==> src/rtl/usb4_ll_pkg.sv <==
// Shared logical-layer types for the receive-side deskew/merge path.
// Holds the deskew state encoding and the default lane symbol width.
package usb4_ll_pkg;

    localparam int DATA_W_DEF = 8;

    typedef enum logic [1:0] {
        ST_IDLE,
        ST_SEARCH,
        ST_ALIGNED
    } state_e;

endpackage

==> src/rtl/lane_fifo.sv <==
// Per-lane synchronous FIFO with flush; head is visible combinationally on rd_data_o.
// One-cycle write-to-visible latency; a write to a full FIFO is accepted only alongside a read.
module lane_fifo #(
    parameter int DEPTH  = 8,
    parameter int DATA_W = 8,
    localparam int AW    = $clog2(DEPTH),
    localparam int CW    = $clog2(DEPTH + 1)
) (
    input  logic              clk,
    input  logic              rst,
    input  logic              flush_i,
    input  logic              wr_en_i,
    input  logic [DATA_W-1:0] wr_data_i,
    input  logic              rd_en_i,
    output logic [DATA_W-1:0] rd_data_o,
    output logic              full_o,
    output logic              empty_o,
    output logic [CW-1:0]     count_o
);

    logic [DATA_W-1:0] mem_q [DEPTH];
    logic [AW-1:0]     wr_ptr_q;
    logic [AW-1:0]     rd_ptr_q;
    logic [CW-1:0]     count_q;
    logic              do_wr;
    logic              do_rd;

    assign full_o    = (count_q == CW'(DEPTH));
    assign empty_o   = (count_q == '0);
    assign count_o   = count_q;
    assign rd_data_o = mem_q[rd_ptr_q];
    assign do_rd     = rd_en_i && !empty_o;
    assign do_wr     = wr_en_i && (!full_o || do_rd);

    always_ff @(posedge clk or posedge rst) begin
        if (rst) begin
            wr_ptr_q <= '0;
            rd_ptr_q <= '0;
            count_q  <= '0;
        end else if (flush_i) begin
            wr_ptr_q <= '0;
            rd_ptr_q <= '0;
            count_q  <= '0;
        end else begin
            if (do_wr) wr_ptr_q <= wr_ptr_q + AW'(1);
            if (do_rd) rd_ptr_q <= rd_ptr_q + AW'(1);
            count_q <= count_q + CW'(do_wr) - CW'(do_rd);
        end
    end

    always_ff @(posedge clk) begin
        if (do_wr && !flush_i) mem_q[wr_ptr_q] <= wr_data_i;
    end

endmodule

==> src/rtl/lane_deskew_merge.sv <==
// Deskews NUM_LANES receive lanes on their alignment markers and merges them round-robin.
// Input-to-output latency >= 2 cycles; output holds under !ready_i, overflow/excess skew pulse skew_error_o.
module lane_deskew_merge import usb4_ll_pkg::*; #(
    parameter int NUM_LANES = 2,
    parameter int DATA_W    = DATA_W_DEF,
    parameter int DEPTH     = 8,
    parameter int MAX_SKEW  = 6,
    localparam int SKW      = $clog2(MAX_SKEW + 1)
) (
    input  logic                          fsm_clk,
    input  logic                          rst,
    input  logic                          enable,
    input  logic [NUM_LANES-1:0]          lane_valid_i,
    input  logic [NUM_LANES*DATA_W-1:0]   lane_data_i,
    input  logic [NUM_LANES-1:0]          lane_align_i,
    output logic [DATA_W-1:0]             data_o,
    output logic                          valid_o,
    input  logic                          ready_i,
    output logic                          aligned_o,
    output logic [SKW-1:0]                skew_o,
    output logic                          skew_error_o
);

    localparam int PW = (NUM_LANES > 1) ? $clog2(NUM_LANES) : 1;
    localparam int CW = $clog2(DEPTH + 1);

    state_e                state_q, state_d;
    logic [NUM_LANES-1:0]  seen_q, seen_d;
    logic [SKW-1:0]        cnt_q, cnt_d;
    logic [SKW-1:0]        skew_q, skew_d;
    logic                  err_q, err_d;
    logic                  valid_q, valid_d;
    logic [DATA_W-1:0]     data_q, data_d;
    logic [PW-1:0]         p_q, p_d;

    logic                  flush;
    logic [NUM_LANES-1:0]  wr_en;
    logic [NUM_LANES-1:0]  rd_en;
    logic [NUM_LANES-1:0]  fifo_full;
    logic [NUM_LANES-1:0]  fifo_empty;
    logic [DATA_W-1:0]     fifo_rdata [NUM_LANES];
    logic [CW-1:0]         unused_count [NUM_LANES];
    logic [NUM_LANES-1:0]  marker;
    logic [NUM_LANES-1:0]  payload;
    logic [NUM_LANES-1:0]  seen_nx;
    logic [SKW-1:0]        cur_skew;

    assign marker   = lane_valid_i & lane_align_i;
    assign payload  = lane_valid_i & ~lane_align_i;
    assign seen_nx  = seen_q | marker;
    assign cur_skew = (|seen_q) ? cnt_q : '0;

    for (genvar n = 0; n < NUM_LANES; n++) begin : g_lane
        lane_fifo #(.DEPTH(DEPTH), .DATA_W(DATA_W)) u_fifo (
            .clk       (fsm_clk),
            .rst       (rst),
            .flush_i   (flush),
            .wr_en_i   (wr_en[n]),
            .wr_data_i (lane_data_i[n*DATA_W +: DATA_W]),
            .rd_en_i   (rd_en[n]),
            .rd_data_o (fifo_rdata[n]),
            .full_o    (fifo_full[n]),
            .empty_o   (fifo_empty[n]),
            .count_o   (unused_count[n])
        );
    end

    always_comb begin
        state_d = state_q;
        seen_d  = seen_q;
        cnt_d   = cnt_q;
        skew_d  = skew_q;
        err_d   = 1'b0;
        valid_d = valid_q;
        data_d  = data_q;
        p_d     = p_q;
        flush   = 1'b0;
        wr_en   = '0;
        rd_en   = '0;

        case (state_q)
            ST_IDLE: begin
                if (enable) state_d = ST_SEARCH;
            end
            ST_SEARCH: begin
                // Only lanes already past their marker buffer data; the marker itself is dropped.
                wr_en  = payload & seen_q;
                seen_d = seen_nx;
                if (&seen_nx) begin
                    skew_d  = cur_skew;
                    cnt_d   = '0;
                    state_d = ST_ALIGNED;
                end else if (|seen_nx) begin
                    if (cur_skew == SKW'(MAX_SKEW)) begin
                        err_d  = 1'b1;
                        flush  = 1'b1;
                        seen_d = '0;
                    end else begin
                        cnt_d = cur_skew + SKW'(1);
                    end
                end
            end
            ST_ALIGNED: begin
                wr_en = payload;
                if (!fifo_empty[p_q] && (!valid_q || ready_i)) begin
                    rd_en[p_q] = 1'b1;
                    valid_d    = 1'b1;
                    data_d     = fifo_rdata[p_q];
                    p_d        = (p_q == PW'(NUM_LANES - 1)) ? '0 : p_q + PW'(1);
                end else if (ready_i) begin
                    valid_d = 1'b0;
                end
                if (|(wr_en & fifo_full & ~rd_en)) begin
                    err_d   = 1'b1;
                    flush   = 1'b1;
                    seen_d  = '0;
                    state_d = ST_SEARCH;
                end
            end
            default: state_d = ST_IDLE;
        endcase

        if (!enable) begin
            state_d = ST_IDLE;
            seen_d  = '0;
            err_d   = 1'b0;
            flush   = 1'b1;
        end

        if (flush) begin
            valid_d = 1'b0;
            p_d     = '0;
            cnt_d   = '0;
        end
    end

    always_ff @(posedge fsm_clk or posedge rst) begin
        if (rst) begin
            state_q <= ST_IDLE;
            seen_q  <= '0;
            cnt_q   <= '0;
            skew_q  <= '0;
            err_q   <= 1'b0;
            valid_q <= 1'b0;
            data_q  <= '0;
            p_q     <= '0;
        end else begin
            state_q <= state_d;
            seen_q  <= seen_d;
            cnt_q   <= cnt_d;
            skew_q  <= skew_d;
            err_q   <= err_d;
            valid_q <= valid_d;
            data_q  <= data_d;
            p_q     <= p_d;
        end
    end

    assign data_o       = data_q;
    assign valid_o      = valid_q;
    assign aligned_o    = (state_q == ST_ALIGNED);
    assign skew_o       = skew_q;
    assign skew_error_o = err_q;

endmodule

==> config.mk <==
export PLATFORM = sky130hd
export DESIGN_NAME = lane_deskew_merge
export DESIGN_NICKNAME = d
export VERILOG_FILES = /design/src/rtl/usb4_ll_pkg.sv /design/src/rtl/lane_fifo.sv /design/src/rtl/lane_deskew_merge.sv
export SDC_FILE = /design/constraint.sdc
export NUM_CORES = 1
export LEC_CHECK = 0
export CAP_MARGIN = 20
export CORE_MARGIN = 2
export CORE_UTILIZATION = 35
export DETAILED_ROUTE_END_ITERATION = 6
export SLEW_MARGIN = 10
export SYNTH_ARGS = -nofsm -noshare
export SYNTH_HDL_FRONTEND = slang
export SYNTH_SLANG_ARGS = --single-unit
==> constraint.sdc <==
create_clock -name fsm_clk -period 7.1 [get_ports fsm_clk]
set_input_delay 0.71 -clock fsm_clk [delete_from_list [all_inputs] [get_ports fsm_clk]]
set_output_delay 0.71 -clock fsm_clk [all_outputs]
set_load 0.05 [all_outputs]
==> run_results.csv <==
group,metric,value,unit
power,cellPowerDensity,240,nW/um2
clock_tree,post-cts-setup-buffer-count,0,
die,die_h,151,um
status,run_status,"finished clean",
critical_path,path_cells,"inv_1 -> ha_1 -> nand4_4 -> a2111o_1 -> nor3_1 -> buf_4",
critical_path,cp_top_family,"simple AND/OR/NAND/NOR gates",
timing,slew_headroom,33.2,%
route,drt-total-wl,14.4,mm
logic_synthesis,ys_types,59,
clock_tree,ctsResizeCount,0,
placed_design,place_ws,3.25,ns
critical_path,path_buf_inv,2,
clock_tree,clockBufferDepth,2,
logic_synthesis,synth_cells,474,
power,ir_worst_vdd,0.000124,V
die,coreArea,21200,um2
timing,tightest_slew,1.00,ns
route,vias,4057,
grt,grt-ovfl-total,0,
timing,finClkSkew,0.0117,ns
logic_synthesis,synth_seq_cells,169,
timing,final-hold-violation-count,0,
die,io_pins,38,
flow_run,maxCapViolCount,0,
die,initial_utilization,35.8,%
route,viasPerCell,5.03,
grt,grt_max_degree,42,
route,avgRoutedWirePerCell,17.8,um
clock_tree,cts_buffers,17,
clock_tree,cts_tree,"done",
cells_and_area,finalNetCount,567,
clock_tree,clock-root-buffer,"clkbuf_16",
logic_synthesis,ys_seq_area_share,64.3,%
route,wl_met3,436,um
timing,rsz0062_at_grt,"false",
route,drc,0,
clock_tree,hold_buffers,0,
critical_path,arrival,3.36,ns
die,std_cell_rows,53,
route,dr.pass1.iters,4,
timing,finalMaxSlewViolations,0,
timing,fin_crit,3.23,ns
timing,layout_setup_ws,3.87,ns
min_path,hold_class,"reg2reg",
power,leakagePower,3.01,nW
logic_synthesis,syn-num-nets,522,
critical_path,crit_slowest_cell,"a2111o_1",
critical_path,critPathCaptureType,"flip-flop",
grt,grt_antenna_before_repair,0,
die,die-area,22800,um2
clock_tree,clkLatencyLatePin,0.43,ns
route,dr.first_iter.drc_count,328,
grt,grt_use_total,13.5,%
cells_and_area,drive_above_1_share,23.1,%
cells_and_area,fill_cells,1861,
clock_tree,cts.sinks,169,
critical_path,crit_path_start_kind,"flip-flop",
timing,finalCritPeriodShare,45.4,%
cells_and_area,final_common_cell,"edfxtp_1",
timing,final.setup.tns,0,ns
timing,fmax,310,MHz
logic_synthesis,synth.avg_cell_area,16.0,um2
cells_and_area,antennaDiodeCount,0,
route,drtAntennaViolNets,0,
route,drt-met1-wl,6.55,mm
critical_path,cpPeakStageDelay,0.70,ns
die,die_w,151,um
placed_design,place_hpwl,9.42,mm
route,dr.max_layer_used,"met4",
logic_synthesis,synth-main-ff-cell,"edfxtp_1",
cells_and_area,mostFrequentLayoutCells,"edfxtp_1, dfrtp_1, clkdlybuf4s50_1",
clock_tree,clkTransAtPathRegs,0.07,ns
critical_path,crit_type,"reg2reg",
critical_path,crit_fanout,15,
route,dr_wl_met2,7.24,mm
placed_design,io_buffers,37,
placed_design,routabilityCongestion,0.771,
logic_synthesis,ys_warn_count,0,
logic_synthesis,async_flop_share,24.3,%
clock_tree,htreeDepth,4,
grt,grt_pass1_vias,4063,
logic_synthesis,netlist_area,7570,um2
grt,grt_pass1_wl,22.7,mm
cells_and_area,syn2layout_area_growth,16.8,%
critical_path,cp_data_required_time,7.24,ns
timing,setup_viol,0,
logic_synthesis,synth_edf_count,128,
cell usage after synthesis, types with 3 or more instances:
master | count | area (um2)
nand2b_1 | 4 | 25.0
nor4_1 | 6 | 37.5
nand3_1 | 5 | 25.0
ha_1 | 22 | 275
xnor2_1 | 7 | 61.3
edfxtp_1 | 128 | 3840
buf_6 | 4 | 45.0
mux4_2 | 32 | 721
a21o_1 | 5 | 37.5
nand2_1 | 24 | 90.1
o21ai_0 | 6 | 30.0
nor2_1 | 14 | 52.6
or3_1 | 3 | 18.8
nor3b_1 | 3 | 22.5
a21oi_2 | 4 | 35.0
buf_4 | 3 | 22.5
clkbuf_1 | 8 | 30.0
xor2_1 | 4 | 35.0
o221ai_1 | 8 | 70.1
dfrtp_1 | 41 | 1030
buf_2 | 7 | 35.0
mux2_2 | 3 | 33.8
mux2i_1 | 21 | 210
nor2_2 | 26 | 163
and3_1 | 3 | 18.8
nand4b_1 | 3 | 26.3
inv_1 | 32 | 120
a21oi_1 | 9 | 45.0
layout make-up:
type / instances / area, um2 / share of cell area [%]
Clock buffer: 17 / 425 / 4.81
Clock inverter: 15 / 156 / 1.77
Inverter: 32 / 120 / 1.36
Multi-Input combinational cell: 250 / 2450 / 27.7
Sequential cell: 169 / 4870 / 55.1
Tap cell: 275 / 344 / 3.89
Timing Repair Buffer: 49 / 480 / 5.43
per-stage QoR:
step	hold slack (ns)	utilization (%)	power, mW	std cells	area [um2]
2_1_floorplan	0.507	-	1.21	474	7570
3_3_place_gp	0.466	38.9	1.25	772	8220
3_5_place_dp	0.478	39.0	1.26	774	8260
4_1_cts	0.495	41.8	2.15	806	8840
5_1_grt	0.543	41.8	2.21	807	8840
6_report	0.493	41.8	2.13	807	8840
worst reg2reg max path, delay by kind of cell (launching register included):
kind / cells / cell delay, ns
AOI/OAI and AO/OA: 1 / 0.70
buffers and inverters: 2 / 0.37
and+or+nand+nor: 2 / 0.93
DFF: 1 / 0.42
adders and majority gates: 1 / 0.53
power breakdown:
group | total (mW) | switching [mW] | internal, mW
clock network | 0.891 | 0.423 | 0.469
registers | 1.09 | 0.0129 | 1.08
logic | 0.146 | 0.0929 | 0.0532
worst paths after layout:
check,start,endpoint,slack [ns],cells past startpoint
worst max-delay path,state_q[0]$_DFFE_PP0P_,g_lane[1].u_fifo.mem_q[4][2]$_DFFE_PP_,3.87,6
worst min-delay path,skew_o[2]$_DFFE_PP0P_,skew_o[2]$_DFFE_PP0P_,0.49,2
worst max register to register,state_q[0]$_DFFE_PP0P_,g_lane[1].u_fifo.mem_q[4][2]$_DFFE_PP_,3.87,6
worst min register to register,skew_o[2]$_DFFE_PP0P_,skew_o[2]$_DFFE_PP0P_,0.49,2
max in group asynchronous,rst,g_lane[0].u_fifo.rd_ptr_q[2]$_DFFE_PP0P_,5.73,2
min in group asynchronous,rst,g_lane[1].u_fifo.count_o[2]$_DFF_PP0_,0.81,2
logic make-up (layout without fill, tap and decap cells):
| family | Yosys count | in the layout | share of synthesized area [%] |
|---|---|---|---|
| AO/OA/AOI/OAI | 53 | 53 | 5.93 |
| XOR/XNOR | 11 | 11 | 1.27 |
| AND/OR/NAND/NOR | 105 | 105 | 8.09 |
| flip-flops | 169 | 169 | 64.3 |
| adder cells (fa/ha/maj) | 25 | 25 | 4.29 |
| multiplexers | 56 | 56 | 12.7 |
| buffers and inverters | 55 | 113 | 3.39 |
layer usage:
layer,GRT usage [%],vias up
li1,-,1896
met1,17.8,2082
met2,22.3,68
met3,2.98,11
met4,4.39,0
met5,0,-
flip-flops by register name, summed over array words and instances (netlist names):
signal,count
valid_o,1
g_lane.u_fifo.count_o,8
data_o,8
g_lane.u_fifo.rd_ptr_q,6
skew_o,3
g_lane.u_fifo.wr_ptr_q,6
g_lane.u_fifo.mem_q,128
cnt_q,3
skew_error_o,1
p_q,1
seen_q,2
state_q,2
Note: power is estimated with default switching activity, not from simulation.
